**config.mk**
```make
export PLATFORM = sky130hd
export DESIGN_NAME = sfq_and_driver_flat
export DESIGN_NICKNAME = d
export VERILOG_FILES = /design/src/rtl/sfq_and_driver_if.sv /design/src/rtl/sfq_and_driver.sv /design/src/flat_wrapper.sv
export SDC_FILE = /design/constraint.sdc
export NUM_CORES = 1
export LEC_CHECK = 0
export BUFFER_PORTS_ARGS = -buffer_cell sky130_fd_sc_hd__buf_2
export CAP_MARGIN = 20
export CORE_MARGIN = 3
export CORE_UTILIZATION = 50
export CTS_BUF_LIST = sky130_fd_sc_hd__clkbuf_8
export DETAILED_ROUTE_END_ITERATION = 10
export PLACE_DENSITY = 0.67
export SLEW_MARGIN = 20
export SYNTH_ARGS = -nofsm -noshare
export SYNTH_HDL_FRONTEND = slang
export SYNTH_SLANG_ARGS = --single-unit
```
**constraint.sdc**
```tcl
create_clock -name clk -period 2.02 [get_ports clk]
set_input_delay 0.202 -clock clk [delete_from_list [all_inputs] [get_ports clk]]
set_output_delay 0.202 -clock clk [all_outputs]
set_load 0.005 [all_outputs]
```
**src/rtl/sfq_and_driver_if.sv**
```systemverilog
// Bundle between the SFQ AND-cell driver and its host: operand handshake,
// toggle-encoded pulse lines to/from the cell, the result strobe and FSM debug state.
//
// Handshake: an operand pair transfers on the rising clk edge where in_valid
// and in_ready are both 1. in_a/in_b are only sampled on that edge. in_ready never
// depends combinationally on in_valid. res_valid is a one-cycle strobe with no backpressure.
interface sfq_and_driver_if;
    logic       in_valid;
    logic       in_ready;
    logic       in_a;
    logic       in_b;
    logic       pa;
    logic       pb;
    logic       pclk;
    logic       pout;
    logic       res_valid;
    logic       res_out;
    logic       res_err;
    logic       busy;
    logic [3:0] dbg_state;

    modport master (
        output in_valid, in_a, in_b, pout,
        input  in_ready, pa, pb, pclk, res_valid, res_out, res_err, busy, dbg_state
    );

    modport slave (
        input  in_valid, in_a, in_b, pout,
        output in_ready, pa, pb, pclk, res_valid, res_out, res_err, busy, dbg_state
    );
endinterface

```
**src/rtl/sfq_and_driver.sv**
```systemverilog
// Stimulus driver for a pulse-encoded clocked SFQ AND cell: emits a/b/clk toggles
// on a fixed schedule, then counts synchronised out toggles and reports the result.
module sfq_and_driver #(
    parameter int SEP_CYCLES     = 4,
    parameter int TIMEOUT_CYCLES = 8,
    parameter int INIT_CYCLES    = 8
) (
    input logic            clk,
    input logic            rst_n,
    sfq_and_driver_if.slave bus
);
    typedef enum logic [3:0] {
        S_INIT, S_IDLE, S_SEND_A, S_GAP_A, S_SEND_B,
        S_GAP_B, S_SEND_CLK, S_WAIT, S_REPORT
    } state_t;

    localparam int MAX_AB = (SEP_CYCLES > TIMEOUT_CYCLES) ? SEP_CYCLES : TIMEOUT_CYCLES;
    localparam int MAX_C  = (MAX_AB > INIT_CYCLES) ? MAX_AB : INIT_CYCLES;
    localparam int TW     = $clog2(MAX_C + 1);

    state_t        state_q, state_d;
    logic [TW-1:0] tmr_q, tmr_d;
    logic          a_q, a_d, b_q, b_d;
    logic          pa_q, pa_d, pb_q, pb_d, pclk_q, pclk_d;
    logic          sync1_q, sync1_d, sync2_q, sync2_d, prev_q, prev_d;
    logic [1:0]    cnt_q, cnt_d;
    logic          stray_q, stray_d;
    logic          in_ready_q, in_ready_d;
    logic          res_valid_q, res_valid_d;
    logic          res_out_q, res_out_d;
    logic          res_err_q, res_err_d;
    logic          busy_q, busy_d;
    logic          edge_det;

    // One edge of the synchronised out line is one cell pulse.
    assign edge_det = sync2_q ^ prev_q;

    always_comb begin
        state_d     = state_q;
        tmr_d       = tmr_q;
        a_d         = a_q;
        b_d         = b_q;
        pa_d        = pa_q;
        pb_d        = pb_q;
        pclk_d      = pclk_q;
        sync1_d     = bus.pout;
        sync2_d     = sync1_q;
        prev_d      = sync2_q;
        cnt_d       = cnt_q;
        stray_d     = stray_q | edge_det;
        res_valid_d = 1'b0;
        res_out_d   = 1'b0;
        res_err_d   = 1'b0;

        case (state_q)
            S_INIT: begin
                if (tmr_q == TW'(INIT_CYCLES - 1)) begin
                    state_d = S_IDLE;
                    tmr_d   = '0;
                end else begin
                    tmr_d = tmr_q + 1'b1;
                end
            end
            S_IDLE: begin
                if (bus.in_valid && in_ready_q) begin
                    a_d     = bus.in_a;
                    b_d     = bus.in_b;
                    state_d = S_SEND_A;
                end
            end
            S_SEND_A: begin
                pa_d    = pa_q ^ a_q;
                tmr_d   = '0;
                state_d = (SEP_CYCLES > 1) ? S_GAP_A : S_SEND_B;
            end
            S_GAP_A: begin
                if (tmr_q == TW'(SEP_CYCLES - 2)) begin
                    state_d = S_SEND_B;
                    tmr_d   = '0;
                end else begin
                    tmr_d = tmr_q + 1'b1;
                end
            end
            S_SEND_B: begin
                pb_d    = pb_q ^ b_q;
                tmr_d   = '0;
                state_d = (SEP_CYCLES > 1) ? S_GAP_B : S_SEND_CLK;
            end
            S_GAP_B: begin
                if (tmr_q == TW'(SEP_CYCLES - 2)) begin
                    state_d = S_SEND_CLK;
                    tmr_d   = '0;
                end else begin
                    tmr_d = tmr_q + 1'b1;
                end
            end
            S_SEND_CLK: begin
                pclk_d  = ~pclk_q;
                tmr_d   = '0;
                cnt_d   = '0;
                state_d = S_WAIT;
            end
            S_WAIT: begin
                // Edges inside the window are the cell's answer, not strays.
                stray_d = stray_q;
                if (edge_det && (cnt_q != 2'd3)) cnt_d = cnt_q + 2'd1;
                if (tmr_q == TW'(TIMEOUT_CYCLES - 1)) begin
                    state_d = S_REPORT;
                    tmr_d   = '0;
                end else begin
                    tmr_d = tmr_q + 1'b1;
                end
            end
            S_REPORT: begin
                res_valid_d = 1'b1;
                res_out_d   = (cnt_q != 2'd0);
                res_err_d   = (cnt_q != {1'b0, a_q & b_q}) | cnt_q[1] | stray_q;
                stray_d     = edge_det;
                state_d     = S_IDLE;
            end
            default: state_d = S_INIT;
        endcase

        in_ready_d = (state_d == S_IDLE);
        busy_d     = !((state_d == S_INIT) || (state_d == S_IDLE));
    end

    always_ff @(posedge clk or negedge rst_n) begin
        if (!rst_n) begin
            state_q     <= S_INIT;
            tmr_q       <= '0;
            a_q         <= 1'b0;
            b_q         <= 1'b0;
            pa_q        <= 1'b0;
            pb_q        <= 1'b0;
            pclk_q      <= 1'b0;
            sync1_q     <= 1'b0;
            sync2_q     <= 1'b0;
            prev_q      <= 1'b0;
            cnt_q       <= '0;
            stray_q     <= 1'b0;
            in_ready_q  <= 1'b0;
            res_valid_q <= 1'b0;
            res_out_q   <= 1'b0;
            res_err_q   <= 1'b0;
            busy_q      <= 1'b0;
        end else begin
            state_q     <= state_d;
            tmr_q       <= tmr_d;
            a_q         <= a_d;
            b_q         <= b_d;
            pa_q        <= pa_d;
            pb_q        <= pb_d;
            pclk_q      <= pclk_d;
            sync1_q     <= sync1_d;
            sync2_q     <= sync2_d;
            prev_q      <= prev_d;
            cnt_q       <= cnt_d;
            stray_q     <= stray_d;
            in_ready_q  <= in_ready_d;
            res_valid_q <= res_valid_d;
            res_out_q   <= res_out_d;
            res_err_q   <= res_err_d;
            busy_q      <= busy_d;
        end
    end

    assign bus.in_ready  = in_ready_q;
    assign bus.pa        = pa_q;
    assign bus.pb        = pb_q;
    assign bus.pclk      = pclk_q;
    assign bus.res_valid = res_valid_q;
    assign bus.res_out   = res_out_q;
    assign bus.res_err   = res_err_q;
    assign bus.busy      = busy_q;
    assign bus.dbg_state = state_q;
endmodule

```
**src/flat_wrapper.sv**
```systemverilog
// flat-port wrapper written by rule: the top's interface ports become plain ports
module sfq_and_driver_flat 
#(
    parameter int SEP_CYCLES     = 4,
    parameter int TIMEOUT_CYCLES = 8,
    parameter int INIT_CYCLES    = 8
)
  (clk, rst_n, bus_in_valid, bus_in_a, bus_in_b, bus_pout, bus_in_ready, bus_pa, bus_pb, bus_pclk, bus_res_valid, bus_res_out, bus_res_err, bus_busy, bus_dbg_state);
  sfq_and_driver_if bus_i ();
  input logic clk;
  input logic rst_n;
  input wire logic [$bits(bus_i.in_valid)-1:0] bus_in_valid;
  input wire logic [$bits(bus_i.in_a)-1:0] bus_in_a;
  input wire logic [$bits(bus_i.in_b)-1:0] bus_in_b;
  input wire logic [$bits(bus_i.pout)-1:0] bus_pout;
  output wire logic [$bits(bus_i.in_ready)-1:0] bus_in_ready;
  output wire logic [$bits(bus_i.pa)-1:0] bus_pa;
  output wire logic [$bits(bus_i.pb)-1:0] bus_pb;
  output wire logic [$bits(bus_i.pclk)-1:0] bus_pclk;
  output wire logic [$bits(bus_i.res_valid)-1:0] bus_res_valid;
  output wire logic [$bits(bus_i.res_out)-1:0] bus_res_out;
  output wire logic [$bits(bus_i.res_err)-1:0] bus_res_err;
  output wire logic [$bits(bus_i.busy)-1:0] bus_busy;
  output wire logic [$bits(bus_i.dbg_state)-1:0] bus_dbg_state;
  assign bus_i.in_valid = bus_in_valid;
  assign bus_i.in_a = bus_in_a;
  assign bus_i.in_b = bus_in_b;
  assign bus_i.pout = bus_pout;
  assign bus_in_ready = bus_i.in_ready;
  assign bus_pa = bus_i.pa;
  assign bus_pb = bus_i.pb;
  assign bus_pclk = bus_i.pclk;
  assign bus_res_valid = bus_i.res_valid;
  assign bus_res_out = bus_i.res_out;
  assign bus_res_err = bus_i.res_err;
  assign bus_busy = bus_i.busy;
  assign bus_dbg_state = bus_i.dbg_state;
  sfq_and_driver #(.SEP_CYCLES(SEP_CYCLES), .TIMEOUT_CYCLES(TIMEOUT_CYCLES), .INIT_CYCLES(INIT_CYCLES)) u_core (.clk(clk), .rst_n(rst_n), .bus(bus_i));
endmodule
```
Word level (Yosys, flattened, before mapping) --
Index checks and enable logic that the tools add are counted.
Word-level totals: word-level logic and storage cells 70, register bits 24, output and inout bits 12, input port bits 6
Cells by class: equality and inequality tests 14, bitwise logic cells 8, add/sub/neg operators 2, reduce and logical (&&, ||, !) cells 14, muxes and demuxes 15
Operators with widths (count):
- case mux 4 bit (9 select lines) | 1
- two-way mux 4 bit | 7
- equality test 4 x 3 -> 1 bit (second input constant) | 5
- equality test 4 x 2 -> 1 bit (second input constant) | 3
- case mux 4 bit (3 select lines) | 1
- equality test 4 x 1 -> 1 bit (second input constant) | 2
- logical NOT 4 bit | 2
- adder 4 x 1 -> 4 bit (second input constant) | 1
- equality test 4 bit (second input constant) | 1
- case mux 2 bit (2 select lines) | 1
- AND reduction 2 bit | 2
- nonzero test 2 bit | 2
- OR reduction 2 bit | 2
- two-way mux 1 bit | 3
- bitwise OR 1 bit | 3
- nonzero test 3 bit | 1
- OR reduction 3 bit | 1
- XOR 1 bit | 3
- adder 2 x 1 -> 2 bit (second input constant) | 1
- logical AND 1 bit | 2
- two-way mux 2 bit | 1
- != test 2 x 1 -> 1 bit | 1
- != test 2 x 1 -> 1 bit (second input constant) | 1
- != test 2 bit (second input constant) | 1
- other kinds (5) | 5

Depth between registers and ports, before layout --
Gate-level depths: netlist of run 1.
depth in word-level cells 6, mapped depth 6, mapped depth without buffers 6

Least setup slack after synthesis of run 1 --
OpenSTA, ideal clock, no wires.
path type register to register, start point reg u_core.tmr_q[0], end point reg u_core.in_ready_q (netlist: u_core.bus.in_ready), required time 1.886 ns, path buffers 0, setup slack 0.412 ns, setup time 0.134 ns, cell stages (with the launch flop) 7, arrival time 1.474 ns, path through dfrtp_1 -> inv_1 -> ha_1 -> or3b_4 -> o21ai_0 -> a32o_1 -> nor3_1
Between the ends: word-level cells in the longest chain between the ends 4
RTL lines:
- start: declaration | line sfq_and_driver.sv:22 | logic [TW-1:0] tmr_q, tmr_d;
- start signal: assignment | line sfq_and_driver.sv:149 | tmr_q <= tmr_d;
- equality test 4 x 3 -> 1 bit or equality test 4 x 2 -> 1 bit (tied branches)
- two-way mux 4 bit, on equally long branches
- case mux 4 bit (9 select lines) (*) | line sfq_and_driver.sv:55 | case (state_q)
- net u_core.state_d[1] | line sfq_and_driver.sv:21 | state_t state_q, state_d;
- equality test 4 x 1 -> 1 bit (*) | line sfq_and_driver.sv:124 | in_ready_d = (state_d == S_IDLE);
- net u_core.in_ready_d | line sfq_and_driver.sv:28 | logic in_ready_q, in_ready_d;
- end signal: assignment | line sfq_and_driver.sv:160 | in_ready_q <= in_ready_d;
- end: declaration | line sfq_and_driver.sv:28
The timed path passes the listed nets; every way through them passes the cells marked *. A chain may end at the register's enable or synchronous reset.

Final worst setup path of run 1 --
Ends and elaborated chain as after synthesis.

==> results.py, run 1 <==
metrics = {
    "routing": {
        "dr.pass1.iters": 4,
        "routed_via_density": 5.72,
        "drt.antenna.violating_nets": 0,
        "wl_per_cell_um": 13.9,
        "drt-total-wl_um": 2560,
        "vias": 1053,
        "drc": 0,
        "dr.first_iter.drc_count": 37,
    },
    "grt": {
        "grtUsageTotal_pct": 17.2,
        "grt_antenna_before_repair": 0,
        "grt_pass1_wl_um": 4410,
        "grtUsageMet2_pct": 28.7,
        "grt_max_degree": 25,
        "grt_pass1_vias": 982,
        "overflow": 0,
        "use_met3_pct": 4.75,
        "grtUsageMet1_pct": 22.6,
        "grt.busiest_layer": "met2",
    },
    "worst_setup_path": {
        "r2r-end": "u_core.bus.in_ready",
        "crit_path_start_kind": "flop",
        "crit_required_ps": 2160,
        "path_max_fanout": 6,
        "reg2reg_slack_ps": 250,
        "arrival_ps": 1920,
        "worst-setup-path-type": "reg2reg",
        "r2r_cells": 6,
        "cp-end-kind": "flop",
        "r2r_start": "u_core.tmr_q[0]",
    },
    "timing": {
        "rsz0062_at_grt": "false",
        "finalWorstSetupSlack_ps": 247,
        "finalCritPeriodShare_pct": 87.8,
        "fin_setup_tns_ps": 0,
        "max_clock_freq_mhz": 564,
        "finalSetupViolations": 0,
        "fin_crit_ps": 1770,
        "tightest_slew_ps": 580,
        "final_hold_viol_count": 0,
        "finClkSkew_ps": 5.95,
        "slew_viol_final": 0,
        "slew_headroom_pct": 61.3,
    },
    "placed_design": {
        "gp_congestion": 0.768,
        "portBuffers": 17,
        "dp_slack_ps": 257,
        "placed_cells_incl_taps": 179,
        "dp_hpwl_um": 1850,
    },
    "clock_network": {
        "clk_root_buffer_cell": "clkbuf_8",
        "post_cts_buffers": 0,
        "path_clk_slew_ps": 90,
        "clockBufferDepth": 2,
        "htreeDepth": 1,
        "numCtsBuffers": 3,
        "clock_sink_count": 24,
        "cts_tree": "done",
        "clk_latency_ps": 270,
    },
    "logic_synthesis": {
        "netlist_instances": 140,
        "synth-edff-count": 0,
        "yosysTopAreaCellShare_pct": 45.6,
        "synth_area_per_cell_um2": 9.40,
        "ys.warnings.count": 0,
        "syn-cell-area_um2": 1320,
        "syn_nets": 151,
        "synth_area_leaders": "dfrtp_1, ha_1, o21ai_0",
        "yosysSeqAreaShare_pct": 45.6,
        "synthDistinctLibCells": 38,
        "yosys.area.top_type": "dfrtp_1",
        "synth_async_sr_flop_share_pct": 100,
        "synth-seq-cells": 24,
        "synth_flop_cell": "dfrtp_1",
    },
    "worst_hold_path": {
        "holdCritPathClass": "in2reg",
        "min_to": "u_core.sync1_q",
        "worst_hold_startpoint": "bus_pout",
        "holdPathStages": 1,
    },
    "floorplanning": {
        "initial_core_util_pct": 55.7,
        "die_area_um2": 3280,
        "core_um2": 2360,
        "io_pins": 18,
        "die_y_um": 57.3,
        "rows": 17,
        "die_w_um": 57.3,
    },
    "layout": {
        "seq_area_um2": 601,
        "drive_above_1_share_pct": 18.6,
        "num-fill-cells": 195,
        "layoutNonFillerInstCount": 184,
        "fin_nets": 168,
        "multi_input_area_um2": 651,
        "antennaDiodeCount": 0,
        "postLayoutCoreUtil_pct": 63.3,
        "area_growth_syn_to_layout_pct": 13.5,
    },
    "pwr": {
        "ir_worst_vdd_uv": 806,
        "power_density_nw_per_um2": 1500,
        "p_total_mw": 2.24,
        "power_leakage_nw": 0.688,
    },
    "job": {
        "drv_cap": 0,
    },
    "status": {
        "status": "complete, no violations",
    },
}
## registers in the layout, summed over array words and instances, names as in the netlist
name,count
u_core.stray_q,1
u_core.tmr_q,4
u_core.prev_d,1
u_core.bus.in_ready,1
u_core.bus.dbg_state,4
u_core.cnt_q,2
u_core.bus.pb,1
u_core.prev_q,1
u_core.bus.res_out,1
u_core.bus.res_valid,1
u_core.bus.pclk,1
u_core.sync1_q,1
u_core.bus.busy,1
u_core.b_q,1
u_core.bus.res_err,1
u_core.a_q,1
u_core.bus.pa,1
## critical path, cell delays in order, from the launching register on
cell	delay, ps
dfrtp_1	430
inv_1	90
ha_1	190
or3b_4	420
o21ai_0	230
a32o_1	230
nor3_1	70
## where the power goes
group | total, mW | switching, mW | internal, mW
registers | 0.852 | 0.221 | 0.631
clock network | 0.416 | 0.151 | 0.265
logic | 0.972 | 0.496 | 0.476
total | 2.24 | 0.869 | 1.37
## final cells by class
| type | instances | area share (%) |
|---|---|---|
| Clock inverter | 1 | 2.01 |
| Inverter | 7 | 1.76 |
| Timing Repair Buffer | 20 | 7.37 |
| Multi-Input combinational cell | 101 | 43.6 |
| Sequential cell | 24 | 40.2 |
| Clock buffer | 3 | 2.76 |
| Tap cell | 28 | 2.35 |
## what timing repair did
action	4_1_cts	5_1_grt
endpoints found under the hold margin	24	0
gates resized for setup	0	0
hold buffers	1	0
## per-layer routing
metal,wire length [um],up-vias
li1,-,525
met1,1200,506
met2,1220,20
met3,124,2
met4,13,0
met5,0,-
## synthesized netlist by cell type (2+ instances only)
master,count
a21oi_1,9
a22o_1,2
ha_1,5
nor3b_1,3
nor2b_1,5
dfrtp_1,24
nor3_1,3
o22ai_1,2
buf_2,3
nand3_1,5
inv_1,7
a22oi_1,3
o21ai_0,12
nor2_1,13
clkbuf_1,3
mux2_2,2
nand2_1,10
nand3b_1,4
xnor2_1,6
## through the flow
| stage | instance area, um2 | hold WS [ps] |
|---|---|---|
| detailed placement | 1410 | 209 |
| global placement | 1410 | 205 |
| floorplan | 1320 | -93.6 |
| finish | 1490 | 41.2 |
| CTS | 1490 | 28.2 |
| global route | 1490 | 22.9 |
## placed cells by master (no fill, tap or decap), drive strengths merged, types with 3 or more instances in the layout
cell,count
nand3,5
inv,7
ha,5
dfrtp,24
a22oi,3
o21ai,12
nor2,13
xnor2,6
buf,19
nand2,10
clkbuf,3
nor3b,3
nor3,4
nor2b,5
a21oi,9
nand3b,4
## logic make-up (layout without fill, tap and decap cells)
| group | Yosys count | after routing | synth area share, % |
|---|---|---|---|
| flops | 24 | 24 | 45.6 |
| xor+xnor | 6 | 6 | 3.99 |
| compound gates | 37 | 37 | 17.9 |
| buf+inv | 15 | 31 | 4.94 |
| simple gates | 51 | 51 | 21.1 |
| mux | 2 | 2 | 1.71 |
| fa+ha+maj | 5 | 5 | 4.75 |
## worst max-delay path by stage
stage | start | to | cells past startpoint
2_1_floorplan | u_core.tmr_q[0] | u_core.bus.in_ready | 6
3_3_place_gp | u_core.bus.dbg_state[1] | u_core.bus.dbg_state[0] | 4
3_5_place_dp | u_core.tmr_q[0] | u_core.bus.in_ready | 6
4_1_cts | u_core.tmr_q[0] | u_core.bus.in_ready | 6
5_1_grt | u_core.tmr_q[0] | u_core.bus.in_ready | 5
6_report | u_core.tmr_q[0] | u_core.bus.in_ready | 6
Note: power is estimated with default switching activity, not from simulation.
==> inputs of run 2 (changes only) <==
--- a/config.mk
+++ b/config.mk
@@ -7,6 +7,7 @@
 export LEC_CHECK = 0
 export BUFFER_PORTS_ARGS = -buffer_cell sky130_fd_sc_hd__buf_2
 export CAP_MARGIN = 20
+export CORE_ASPECT_RATIO = 1.25
 export CORE_MARGIN = 3
 export CORE_UTILIZATION = 50
 export CTS_BUF_LIST = sky130_fd_sc_hd__clkbuf_8
==> results.py, run 2 (synthesized netlist as in run 1, its figures left out) <==
metrics = {
    "status": {
        "status": "complete, no violations",
    },
    "placed_design": {
        "placed_cells_incl_taps": 185,
        "dp_hpwl_um": 2000,
        "gp_congestion": 0.846,
        "portBuffers": 17,
        "dp_slack_ps": 263,
    },
    "clock_network": {
        "clk_root_buffer_cell": "clkbuf_8",
        "cts_resized": 0,
        "cts_tree": "done",
        "numCtsBuffers": 3,
        "clockBufferDepth": 2,
        "path_clk_slew_ps": 90,
        "hold_buffers": 1,
        "htreeDepth": 1,
        "clock_sink_count": 24,
        "clk_latency_ps": 270,
        "post_cts_buffers": 0,
    },
    "grt": {
        "grt_max_degree": 25,
        "grt_antenna_before_repair": 0,
        "overflow": 0,
        "grt_pass1_wl_um": 5090,
        "grtUsageTotal_pct": 20.2,
        "grt_pass1_vias": 1106,
    },
    "timing": {
        "slew_headroom_pct": 62.5,
        "fin_setup_tns_ps": 0,
        "finalCritPeriodShare_pct": 87.4,
        "fin_crit_ps": 1770,
        "max_clock_freq_mhz": 567,
        "rsz0062_at_grt": "false",
        "finClkSkew_ps": 3.75,
        "finalWorstSetupSlack_ps": 255,
        "fin_hold_ws_ps": 34.8,
        "finalSetupViolations": 0,
        "slew_viol_final": 0,
        "final_hold_viol_count": 0,
        "tightest_slew_ps": 563,
    },
    "layout": {
        "mostFrequentLayoutCell": "dfrtp_1",
        "layout_common_cells": "dfrtp_1, buf_2, nor2_1",
        "layoutNonFillerInstCount": 190,
        "fin_nets": 169,
        "num-fill-cells": 235,
        "area_growth_syn_to_layout_pct": 13.3,
        "seq_area_um2": 601,
        "multi_input_area_um2": 651,
        "drive_above_1_share_pct": 19.1,
        "antennaDiodeCount": 0,
        "postLayoutCoreUtil_pct": 60.2,
    },
    "worst_setup_path": {
        "worst-setup-path-type": "reg2reg",
        "r2r_start": "u_core.tmr_q[0]",
        "crit_path_start_kind": "flop",
        "reg2reg_slack_ps": 250,
        "r2r-end": "u_core.bus.dbg_state[0]",
        "arrival_ps": 1900,
        "crit_required_ps": 2150,
        "r2r_cells": 5,
        "cp-end-kind": "flop",
        "path_max_fanout": 6,
    },
    "floorplanning": {
        "initial_core_util_pct": 53.1,
        "die_area_um2": 3290,
        "core_um2": 2480,
        "rows": 20,
        "die_y_um": 63.4,
        "die_w_um": 51.9,
        "io_pins": 18,
    },
    "routing": {
        "vias": 1066,
        "dr_wl_met2_um": 1460,
        "drt-total-wl_um": 2750,
        "dr.first_iter.drc_count": 33,
        "met1Wirelength_um": 1190,
        "dr.pass1.iters": 4,
        "routed_via_density": 5.61,
        "drt.antenna.violating_nets": 0,
        "wl_met3_um": 56,
        "wl_per_cell_um": 14.5,
        "highest_layer": "met4",
        "drc": 0,
    },
    "job": {
        "drv_cap": 0,
    },
    "worst_hold_path": {
        "holdPathStages": 1,
        "holdCritPathClass": "in2reg",
        "worst_hold_startpoint": "bus_pout",
        "min_to": "u_core.sync1_q",
    },
    "pwr": {
        "p_sw_uw": 892,
        "pwr-share-comb_pct": 46.2,
        "p_int_mw": 1.30,
        "swShare_pct": 40.6,
        "power_density_nw_per_um2": 1470,
        "power_leakage_nw": 0.685,
        "ir_worst_vdd_uv": 763,
        "p_seq_share_pct": 38.8,
        "clkPwrFrac_pct": 14.9,
    },
}
## run 2: changes by cell type in the layout (fill, tap and decap cells not counted)
cell / previous run / this run
buf_4: 2 / 3
bufinv_16: 1 / 0
clkbuf_8: 3 / 4
## run 2: layer usage
layer / global-route usage, % / vias to the layer above
met2: 33.3 / 11
met1: 26.5 / 527
li1: - / 524
met3: 2.13 / 4
met5: 0 / -
met4: 7.87 / 0
## run 2: worst max-delay path by stage
stage	start	end	cells past startpoint
2_1_floorplan	u_core.tmr_q[0]	u_core.bus.in_ready	6
3_3_place_gp	u_core.tmr_q[0]	u_core.bus.in_ready	6
3_5_place_dp	u_core.tmr_q[0]	u_core.bus.in_ready	6
4_1_cts	u_core.tmr_q[0]	u_core.bus.in_ready	6
5_1_grt	u_core.tmr_q[0]	u_core.bus.dbg_state[0]	5
6_report	u_core.tmr_q[0]	u_core.bus.dbg_state[0]	5
## run 2: power groups by stage
stage	logic, mW	registers, mW	clock network [mW]
2_1_floorplan	0.829	0.759	0
3_3_place_gp	0.990	0.853	0
3_5_place_dp	1.02	0.860	0
4_1_cts	1.03	0.851	0.332
5_1_grt	1.17	0.888	0.352
6_report	1.02	0.853	0.328
## run 2: area by class of cell
type	instances	area share, %
Multi-Input combinational cell	101	43.6
Sequential cell	24	40.3
Clock buffer	4	3.69
Timing Repair Buffer	21	7.89
Tap cell	33	2.77
Inverter	7	1.76
## run 2: worst max-delay path, stage by stage (launching register included)
cell and delay, ps:
dfrtp_1 430, inv_1 90, ha_1 180, or3b_4 420
a311oi_1 360, a21oi_1 140
## run 2: per-stage QoR
stage               cell area [um2]  power, mW
floorplan                      1320       1.59
global placement               1430       1.84
detailed placement             1430       1.88
CTS                            1490       2.21
global route                   1490       2.41
finish                         1490       2.20
==> inputs of run 3 (changes only) <==
--- a/config.mk
+++ b/config.mk
@@ -5,14 +5,15 @@
 export SDC_FILE = /design/constraint.sdc
 export NUM_CORES = 1
 export LEC_CHECK = 0
-export BUFFER_PORTS_ARGS = -buffer_cell sky130_fd_sc_hd__buf_2
 export CAP_MARGIN = 20
 export CORE_ASPECT_RATIO = 1.25
 export CORE_MARGIN = 3
 export CORE_UTILIZATION = 50
 export CTS_BUF_LIST = sky130_fd_sc_hd__clkbuf_8
 export DETAILED_ROUTE_END_ITERATION = 10
-export PLACE_DENSITY = 0.67
+export DONT_BUFFER_PORTS = 1
+export HOLD_SLACK_MARGIN = 0.03
+export PLACE_DENSITY = 0.61
 export SLEW_MARGIN = 20
 export SYNTH_ARGS = -nofsm -noshare
 export SYNTH_HDL_FRONTEND = slang
==> results.py, run 3 (synthesized netlist as in run 1, its figures left out) <==
metrics = {
    "status": {
        "status": "complete, no violations",
    },
    "worst_setup_path": {
        "arrival_ps": 2010,
        "path_cells": "inv_1, ha_1, or3b_4, o21ai_0, a32o_1, nor3_1",
        "worst-setup-path-type": "reg2reg",
        "path_max_fanout": 6,
        "crit_required_ps": 2160,
        "slowest_delay_ps": 420,
        "cp-end-kind": "flop",
        "slowest_stage": "dfrtp_1",
        "crit_path_start_kind": "flop",
    },
    "pwr": {
        "pwr-share-comb_pct": 45.2,
        "power_density_nw_per_um2": 1480,
        "ir_worst_vdd_uv": 831,
        "power_leakage_nw": 0.612,
        "p_sw_uw": 870,
        "clkPwrFrac_pct": 13.1,
        "p_seq_share_pct": 41.7,
        "p_total_mw": 2.08,
        "p_int_mw": 1.21,
        "swShare_pct": 41.9,
    },
    "timing": {
        "finalCritPeriodShare_pct": 92.6,
        "slew_headroom_pct": 59.0,
        "max_clock_freq_mhz": 534,
        "slew_viol_final": 0,
        "fin_crit_ps": 1870,
        "tightest_slew_ps": 615,
        "rsz0062_at_grt": "false",
        "finClkSkew_ps": 4.70,
        "fin_hold_ws_ps": 90.7,
        "fin_setup_tns_ps": 0,
        "final_hold_viol_count": 0,
        "finalSetupViolations": 0,
    },
    "routing": {
        "routed_via_density": 5.94,
        "drt.antenna.violating_nets": 0,
        "dr.pass1.iters": 4,
        "drc": 0,
        "wl_per_cell_um": 16.0,
        "dr.first_iter.drc_count": 47,
        "drt-total-wl_um": 2780,
        "vias": 1034,
    },
    "floorplanning": {
        "initial_core_util_pct": 53.1,
        "io_pins": 18,
        "die_y_um": 63.4,
        "rows": 20,
        "die_area_um2": 3290,
        "die_w_um": 51.9,
        "core_um2": 2480,
    },
    "grt": {
        "overflow": 0,
        "grtUsageTotal_pct": 18.8,
        "grt_max_degree": 25,
        "grt_pass1_wl_um": 4770,
        "grt_antenna_before_repair": 0,
        "grt_pass1_vias": 1011,
    },
    "clock_network": {
        "path_clk_slew_ps": 80,
        "clk_latency_ps": 260,
        "clock_sink_count": 24,
        "htreeDepth": 1,
        "clockBufferDepth": 2,
        "clk_root_buffer_cell": "clkbuf_8",
        "numCtsBuffers": 3,
        "cts_tree": "done",
        "post_cts_buffers": 0,
    },
    "layout": {
        "area_growth_syn_to_layout_pct": 6.94,
        "postLayoutCoreUtil_pct": 56.8,
        "layout_common_cells": "dfrtp_1, nor2_1, o21ai_0",
        "antennaDiodeCount": 0,
        "fin_nets": 154,
        "mostFrequentLayoutCell": "dfrtp_1",
        "drive_above_1_share_pct": 9.22,
    },
    "placed_design": {
        "dp_hpwl_um": 2070,
        "gp_congestion": 0.832,
        "portBuffers": 0,
    },
    "worst_hold_path": {
        "holdCritPathClass": "in2reg",
    },
    "job": {
        "drv_cap": 0,
    },
}
run 3: critical path: cells and delay by family (launching register included):
kind                       cells  cell delay [ps]
AOI/OAI and AO/OA              2              570
DFF                            1              420
adders and majority gates      1              190
buffers and inverters          1               90
and+or+nand+nor                2              480
run 3: worst paths after layout:
path | start | cells past startpoint | slack (ps) | end
max in group asynchronous | rst_n | 2 | 1190 | u_core.bus.pclk
max | u_core.tmr_q[0] | 6 | 150 | u_core.bus.in_ready
max reg2reg | u_core.tmr_q[0] | 6 | 150 | u_core.bus.in_ready
min | bus_in_a | 1 | 90 | u_core.a_q
min in group asynchronous | rst_n | 2 | 470 | u_core.bus.dbg_state[3]
min reg2reg | u_core.sync1_q | 0 | 360 | u_core.prev_d
run 3: power groups by stage:
| stage | logic [mW] | clock network (mW) | registers (mW) |
|---|---|---|---|
| after floorplan | 0.829 | 0 | 0.759 |
| after global placement | 0.904 | 0 | 0.869 |
| after detailed placement | 0.927 | 0 | 0.878 |
| after CTS | 0.942 | 0.284 | 0.867 |
| after global routing | 1.07 | 0.298 | 0.903 |
| final | 0.938 | 0.272 | 0.866 |
run 3: final cells by class:
cell class | count | area, um2
inverter | 7 | 26.3
multi-input combinational | 101 | 651
sequential | 24 | 601
clock buffer | 3 | 41.3
tap | 33 | 41.3
timing repair buffer | 6 | 47.5
fill | 222 | 1070
run 3: per-layer routing:
| layer | vias up | global-route usage [%] | part of all wire, % |
|---|---|---|---|
| met2 | 33 | 30.8 | 53 |
| li1 | 494 | - | - |
| met3 | 2 | 2.84 | 4.7 |
| met4 | 0 | 6.56 | 0.90 |
| met1 | 505 | 24.6 | 41 |
| met5 | - | 0 | 0 |
run 3: timing repair:
item | in CTS | in global routing
resized for setup | 0 | 0
hold buffers | 2 | 1
hold endpoints to repair | 25 | 24
run 3: per-stage QoR:
stage | area [um2] | setup WS [ps] | cells
finish | 1410 | 149 | 174
global route | 1410 | 8.50 | 174
CTS | 1400 | 130 | 173
detailed placement | 1340 | 144 | 168
global placement | 1340 | 151 | 168
floorplan | 1320 | 412 | 140
